`src/rtl/nn_pixel_streamer.sv`:
```
// Frame source for the image pipeline: a host loads one IMG_W x IMG_H frame, then
// start replays it in raster order with coordinates, frame/line markers and optional gaps.
module nn_pixel_streamer #(
  parameter int IMG_W = 8,
  parameter int IMG_H = 8,
  parameter int PIX_W = 9,
  parameter int GAP   = 0
) (
  input  logic                            clk,
  input  logic                            rst_n,
  input  logic                            wr_en,
  input  logic [$clog2(IMG_W*IMG_H)-1:0]  wr_addr,
  input  logic signed [PIX_W-1:0]         wr_data,
  input  logic                            start,
  input  logic                            pause,
  output logic                            out_valid,
  output logic signed [PIX_W-1:0]         out_pixel,
  output logic [$clog2(IMG_W)-1:0]        out_x,
  output logic [$clog2(IMG_H)-1:0]        out_y,
  output logic                            sof,
  output logic                            eol,
  output logic                            eof,
  output logic                            busy,
  output logic                            done,
  output logic                            wr_err
);
  localparam int N  = IMG_W * IMG_H;
  localparam int AW = $clog2(N);
  localparam int XW = $clog2(IMG_W);
  localparam int YW = $clog2(IMG_H);

  typedef enum logic [1:0] {S_IDLE, S_STREAM, S_GAP, S_DONE} state_t;

  state_t               state, state_nxt;
  logic [AW-1:0]        addr;
  logic [XW-1:0]        x;
  logic [YW-1:0]        y;
  logic [3:0]           gap_cnt;
  logic                 issue, x_end, last, in_range, streaming;
  logic signed [PIX_W-1:0] mem [N];

  assign streaming = (state == S_STREAM) || (state == S_GAP);
  // Zero-extend so the range check stays meaningful when N is a power of two.
  assign in_range  = {1'b0, wr_addr} < (AW+1)'(N);
  assign x_end     = (x == XW'(IMG_W-1));
  assign last      = x_end && (y == YW'(IMG_H-1));

  always_comb begin
    state_nxt = state;
    issue     = 1'b0;
    unique case (state)
      S_IDLE:   if (start) state_nxt = S_STREAM;
      S_STREAM: if (!pause) begin
        issue = 1'b1;
        if (last)         state_nxt = S_DONE;
        else if (GAP > 0) state_nxt = S_GAP;
      end
      S_GAP:    if (gap_cnt <= 4'd1) state_nxt = S_STREAM;
      S_DONE:   state_nxt = S_IDLE;
      default:  state_nxt = S_IDLE;
    endcase
  end

  // Buffer survives reset; writes are locked out while a frame is in flight.
  always_ff @(posedge clk)
    if (wr_en && in_range && !streaming) mem[wr_addr] <= wr_data;

  always_ff @(posedge clk or negedge rst_n) begin
    if (!rst_n) begin
      state     <= S_IDLE;
      addr      <= '0;
      x         <= '0;
      y         <= '0;
      gap_cnt   <= '0;
      out_valid <= 1'b0;
      out_pixel <= '0;
      out_x     <= '0;
      out_y     <= '0;
      sof       <= 1'b0;
      eol       <= 1'b0;
      eof       <= 1'b0;
      busy      <= 1'b0;
      done      <= 1'b0;
      wr_err    <= 1'b0;
    end else begin
      state     <= state_nxt;
      out_valid <= issue;
      sof       <= issue && (addr == '0);
      eol       <= issue && x_end;
      eof       <= issue && last;
      done      <= (state == S_DONE);
      wr_err    <= wr_en && in_range && streaming;
      if (state == S_IDLE && start) begin
        busy <= 1'b1;
        addr <= '0;
        x    <= '0;
        y    <= '0;
      end
      if (state == S_DONE) busy <= 1'b0;
      if (state == S_GAP)  gap_cnt <= gap_cnt - 4'd1;
      if (issue) begin
        out_pixel <= mem[addr];
        out_x     <= x;
        out_y     <= y;
        addr      <= addr + 1'b1;
        gap_cnt   <= 4'(GAP);
        if (x_end) begin
          x <= '0;
          y <= y + 1'b1;
        end else begin
          x <= x + 1'b1;
        end
      end
    end
  end
endmodule

```
`config.mk`:
```
export PLATFORM = sky130hd
export DESIGN_NAME = nn_pixel_streamer
export DESIGN_NICKNAME = d
export VERILOG_FILES = /design/src/rtl/nn_pixel_streamer.sv
export SDC_FILE = /design/constraint.sdc
export NUM_CORES = 1
export LEC_CHECK = 0
export ABC_AREA = 1
export CAP_MARGIN = 25
export CORE_ASPECT_RATIO = 1.75
export CORE_MARGIN = 3
export CORE_UTILIZATION = 60
export DETAILED_ROUTE_END_ITERATION = 12
export GPL_ROUTABILITY_DRIVEN = 1
export PLACE_DENSITY = 0.77
export RECOVER_POWER = 100
export SETUP_SLACK_MARGIN = 0.3
export SLEW_MARGIN = 5
export SYNTH_ARGS = -nofsm -noshare
export SYNTH_HDL_FRONTEND = slang
export SYNTH_SLANG_ARGS = --single-unit
```
`constraint.sdc`:
```
create_clock -name clk -period 3 [get_ports clk]
set_input_delay 0.6 -clock clk [delete_from_list [all_inputs] [get_ports clk]]
set_output_delay 0.6 -clock clk [all_outputs]
set_load 0.02 [all_outputs]
```
[After elaboration in Yosys (flattened, before gate mapping)]
Memory sizes are Yosys's and may differ from the RTL's. A register that Yosys moved wholly into a read port is not among the register bits.
Cells that the tools add are included.
Operators by class
  add/subtract/negate cells: 4
  order comparisons: 1
  equal/unequal tests: 9
  mux-type cells: 21
  reductions and logical operators: 16
Operators by type and width (count)
  $mux W3: 6
  $mux W6: 2
  $mux W2: 4
  $mux W4: 2
  $pmux W2 S4: 1
  $logic_and A1 B1 Y1: 7
  $add A3 B1 Y3 const B: 2
  $add A6 B1 Y6 const B: 1
  $eq A3 B3 Y1 const B: 2
  $logic_not A6 Y1: 1
  $mux W1: 6
  $ne A2 B2 Y1 const B: 3
  $reduce_bool A2 Y1: 3
  $eq A2 B2 Y1 const B: 2
  $le A4 B1 Y1 const B: 1
  $reduce_and A4 Y1: 1
  $sub A4 B1 Y4 const B: 1
  $eq A2 B1 Y1 const B: 1
  $logic_not A1 Y1: 2
  $logic_not A2 Y1: 1
  $ne A2 B1 Y1 const B: 1
  $logic_or A1 B1 Y1: 1
Storage, ports and cells
  register bits after elaboration: 31
  memory bits (writable): 576
  output and inout bits: 22
  memories: 1
Memory list
  mem: depth 64, width 9, rd ports 1, clocked after Yosys merged registers in 1, wr ports 1, line 40  | logic signed [PIX_W-1:0] mem [N];

[Logic depth before layout (Yosys ltp)]
  depth after elaboration: 6
  gate-level depth with buffers: 15
  gate-level depth less buffers: 13

[Worst setup path after synthesis]
No wires, ideal clock.
  path kind: reg-to-reg
  start point: reg state[0]
  end point: mem mem[0][0] (enable)
  setup time: 0.374 ns
  arrival: 1.832 ns
  setup slack: 0.793 ns
  stages on the path, launching flop included: 6
  buffers on the path: 0
  cell sequence: dfrtp_1 > inv_1 > ha_1 > nor2_1 > nand4_1 > nor2_1
On the way
  cells in the longest elaborated chain, start to end: 6
RTL lines
  start: declaration: line 34  | state_t state, state_nxt;
  start signal: assignment: line 86  | state <= state_nxt;
  $eq A2 B1 Y1 or $eq A2 B2 Y1 (tied branches): line 42  | assign streaming = (state == S_STREAM) || (state == S_GAP);
  $logic_or A1 B1 Y1 (*): line 42
  $logic_not A1 Y1 (*): line 66  | if (wr_en && in_range && !streaming) mem[wr_addr] <= wr_data;
  $logic_and A1 B1 Y1 (*): line 66
  $mux W1 (*): line 66
  $mux W1 (not written as such) (*): line 66
  end: declaration: line 40
Every way passes the cells marked *; elsewhere a longest branch is shown, timed or not.

[Worst setup path in the final report]
  start point: reg state[0]
  end point: mem mem[33][4] (enable)
Same word-level chain as after synthesis.

==> results.ini <==
[run_status]
outcome = complete, but fails checks
violations = max-capacitance violations, max-slew violations

[clock_network]
clk_pin_slew_ps = 70
cts_max_level = 2
cts-root-buf = clkbuf_16
cts_buffer_depth = 3
cts_buffers = 51
hold_buffers = 0
clock_latency_ps = 580
cts_tree = built
clkSinkCount = 616
cts_post_setup_buffers_inserted = 0
cts.repair.resized = 0

[floorplanning]
fp.coreArea_um2 = 41990
io_pins = 42
die-area_um2 = 45500
die_h_um = 279.9
num_rows = 99
initial_core_util_pct = 61.27
die-width_um = 162.5

[synthesis]
synth_seq_area_share_pct = 71.12
syn_inst = 2300
yosys_warnings = 0
synth_edf_count = 576
synth.distinct_cells = 35
syn-cell-area_um2 = 25730
avgSynthCellArea_um2 = 11.19
synthFlopType = edfxtp_1
synth_seq_cells = 616
synthArstFlopShare_pct = 6.494
synth.largest_area_cell = edfxtp_1
synth_top_area_share_pct = 67.23
synth_nets = 2333
synthTopCellsByArea = edfxtp_1, nand2_1, nand3_1, dfrtp_1, nor2_1

[placed_design]
dp_hpwl_um = 41680
port_buffers = 41
gp_congestion = 0.9175
placed_cell_area_um2 = 27100
dpl_worst_slack_ps = 391.1

[route]
ant_nets = 0
via_count = 17670
drt_iter0_drc = 1890
drc = 0
wl_per_cell_um = 22.37
viasPerCell = 5.917
first_pass_iters = 6
wl_um = 66820

[global_route]
grt_use_total_pct = 29.53
gr-total-overflow = 0
grt_max_degree = 84
first_global_vias = 17350
grt_pass1_wl_um = 100300
antenna_found_initial = 3

[timing]
worstMarginPinSlew_ps = 2210
rsz0062_at_grt = no
min_period_ps = 2687
period_share_pct = 89.58
hold_viol = 0
finClkSkew_ps = 15.74
clock.fmax_ghz = 0.3721
slew_violations = 488
slew_headroom_pct = -47.35
setup_ws_ps = 312.5
final-setup-viol-count = 0
tns_ps = 0

[cells_and_area]
syn2layout_area_growth_pct = 10.72
mostFrequentLayoutCells = nand2_1, edfxtp_1, nand3_1, nor2_1, inv_1
fin_util_pct = 67.84
final_cell_area_um2 = 28490
final_nets = 2423
drive_gt1_share_pct = 7.531
final_common_cell = nand2_1

[pwr]
p_int_mw = 15.14
finalPower_mw = 22.88
max-vdd-ir-drop_mv = 0.6531
seq_power_share_pct = 43.3
p_per_area_nw_per_um2 = 803.1
p_switching_mw = 7.736
pwr-share-clk_pct = 28.8
swShare_pct = 33.81
p_leak_nw = 10.94
pwr-share-comb_pct = 28.0

[setup_path]
slowest_stage = dfrtp_1
crit_start = state[0]
critPathMaxStageDelay_ps = 430
r2r_end = mem[33][4]
critPathKind = reg -> reg
worstReg2RegStart = state[0]
critPathLaunchType = flip-flop
crit_fanout = 8
end_kind = flip-flop
cp_data_required_time_ps = 3290
worstPathArrival_ps = 2970
cp-endpoint = mem[33][4]
worst-r2r-setup-slack_ps = 310
r2r_cells = 8
cp_cell_sequence = inv_1 > ha_1 > nor2_1 > clkbuf_1 > nand4_1 > clkbuf_1 > nor2_1 > buf_4

[hold_path]
hold_class = reg -> reg

[flow_run]
maxCapViolCount = 10

## synthesized netlist by cell type, types with 3 or more instances
library cell and number:
nand2_1 782, edfxtp_1 576, nand3_1 300, nor2_1 217
inv_1 99, a21oi_1 50, o21ai_0 50, buf_2 48
dfrtp_1 40, buf_4 32, buf_6 22, ha_1 13
o21ai_1 12, clkbuf_1 10, nand4_1 9, buf_1 6
or2_2 4, inv_2 3, o211ai_1 3, o31ai_1 3
or2_1 3
## registers in the layout, indices dropped and copies added, names as in the netlist
| name | flops |
|---|---|
| mem | 576 |
| sof | 1 |
| out_valid | 1 |
| y | 3 |
| busy | 1 |
| eol | 1 |
| out_pixel | 9 |
| out_y | 3 |
| wr_err | 1 |
| done | 1 |
| x | 3 |
| eof | 1 |
| out_x | 3 |
| state | 2 |
| addr | 6 |
| gap_cnt | 4 |
## logic make-up after synthesis
group	share of synthesized area, %
AO/OA/AOI/OAI	2.602
adder cells (fa/ha/maj)	0.6322
buffers and inverters	4.732
flip-flops	71.12
AND/OR/NAND/NOR	20.92
## cell type report
type / count / area, um^2
Fill cell: 2965 / 13510
Tap cell: 555 / 694.4
Clock buffer: 66 / 1375
Multi-Input combinational cell: 1459 / 6203
Sequential cell: 616 / 18300
Inverter: 105 / 401.6
Timing Repair Buffer: 157 / 1246
Clock inverter: 27 / 257.7
Antenna cell: 2 / 5.005
## routing by layer
layer / routed length [um] / up-vias / track usage [%]
met5: 0 / - / 0
met4: 4712 / 0 / 17.76
met3: 5165 / 250 / 3.876
met2: 34330 / 982 / 51.52
met1: 22610 / 8461 / 34.78
li1: - / 7981 / -
## power by group through the flow
stage                     clock network [mW]  logic, mW  registers (mW)
final                                   6.59       6.39            9.90
after global placement                     0       6.21            10.1
after CTS                               6.63       6.39            9.89
after global routing                    6.97       6.94            9.91
after detailed placement                   0       6.34            10.1
after floorplan                            0       4.34            10.0
## worst max-delay path, delay by kind of cell (launching register included)
| kind | cells | cell delay, ps |
|---|---|---|
| buffers and inverters | 4 | 1000 |
| AND/OR/NAND/NOR | 3 | 640 |
| flip-flops | 1 | 430 |
| adder cells (fa/ha/maj) | 1 | 310 |
## through the flow
step | cells | hold WS (ps)
after floorplan | 2300 | 304.4
after global placement | 2892 | 464.4
after detailed placement | 2892 | 481.3
after CTS | 2985 | 158.8
after global routing | 2986 | 504.4
final | 2987 | 488.3
## worst min path at each step
stage	startpoint	to	slack, ps	cells past startpoint
floorplan	rst_n	addr[0]	300	0
detailed placement	out_y[0]	out_y[0]	480	2
CTS	rst_n	gap_cnt[3]	160	1
global route	out_y[0]	out_y[0]	500	2
global placement	out_y[0]	out_y[0]	460	2
finish	out_y[0]	out_y[0]	490	2
Power figures use the tool's default switching activity.
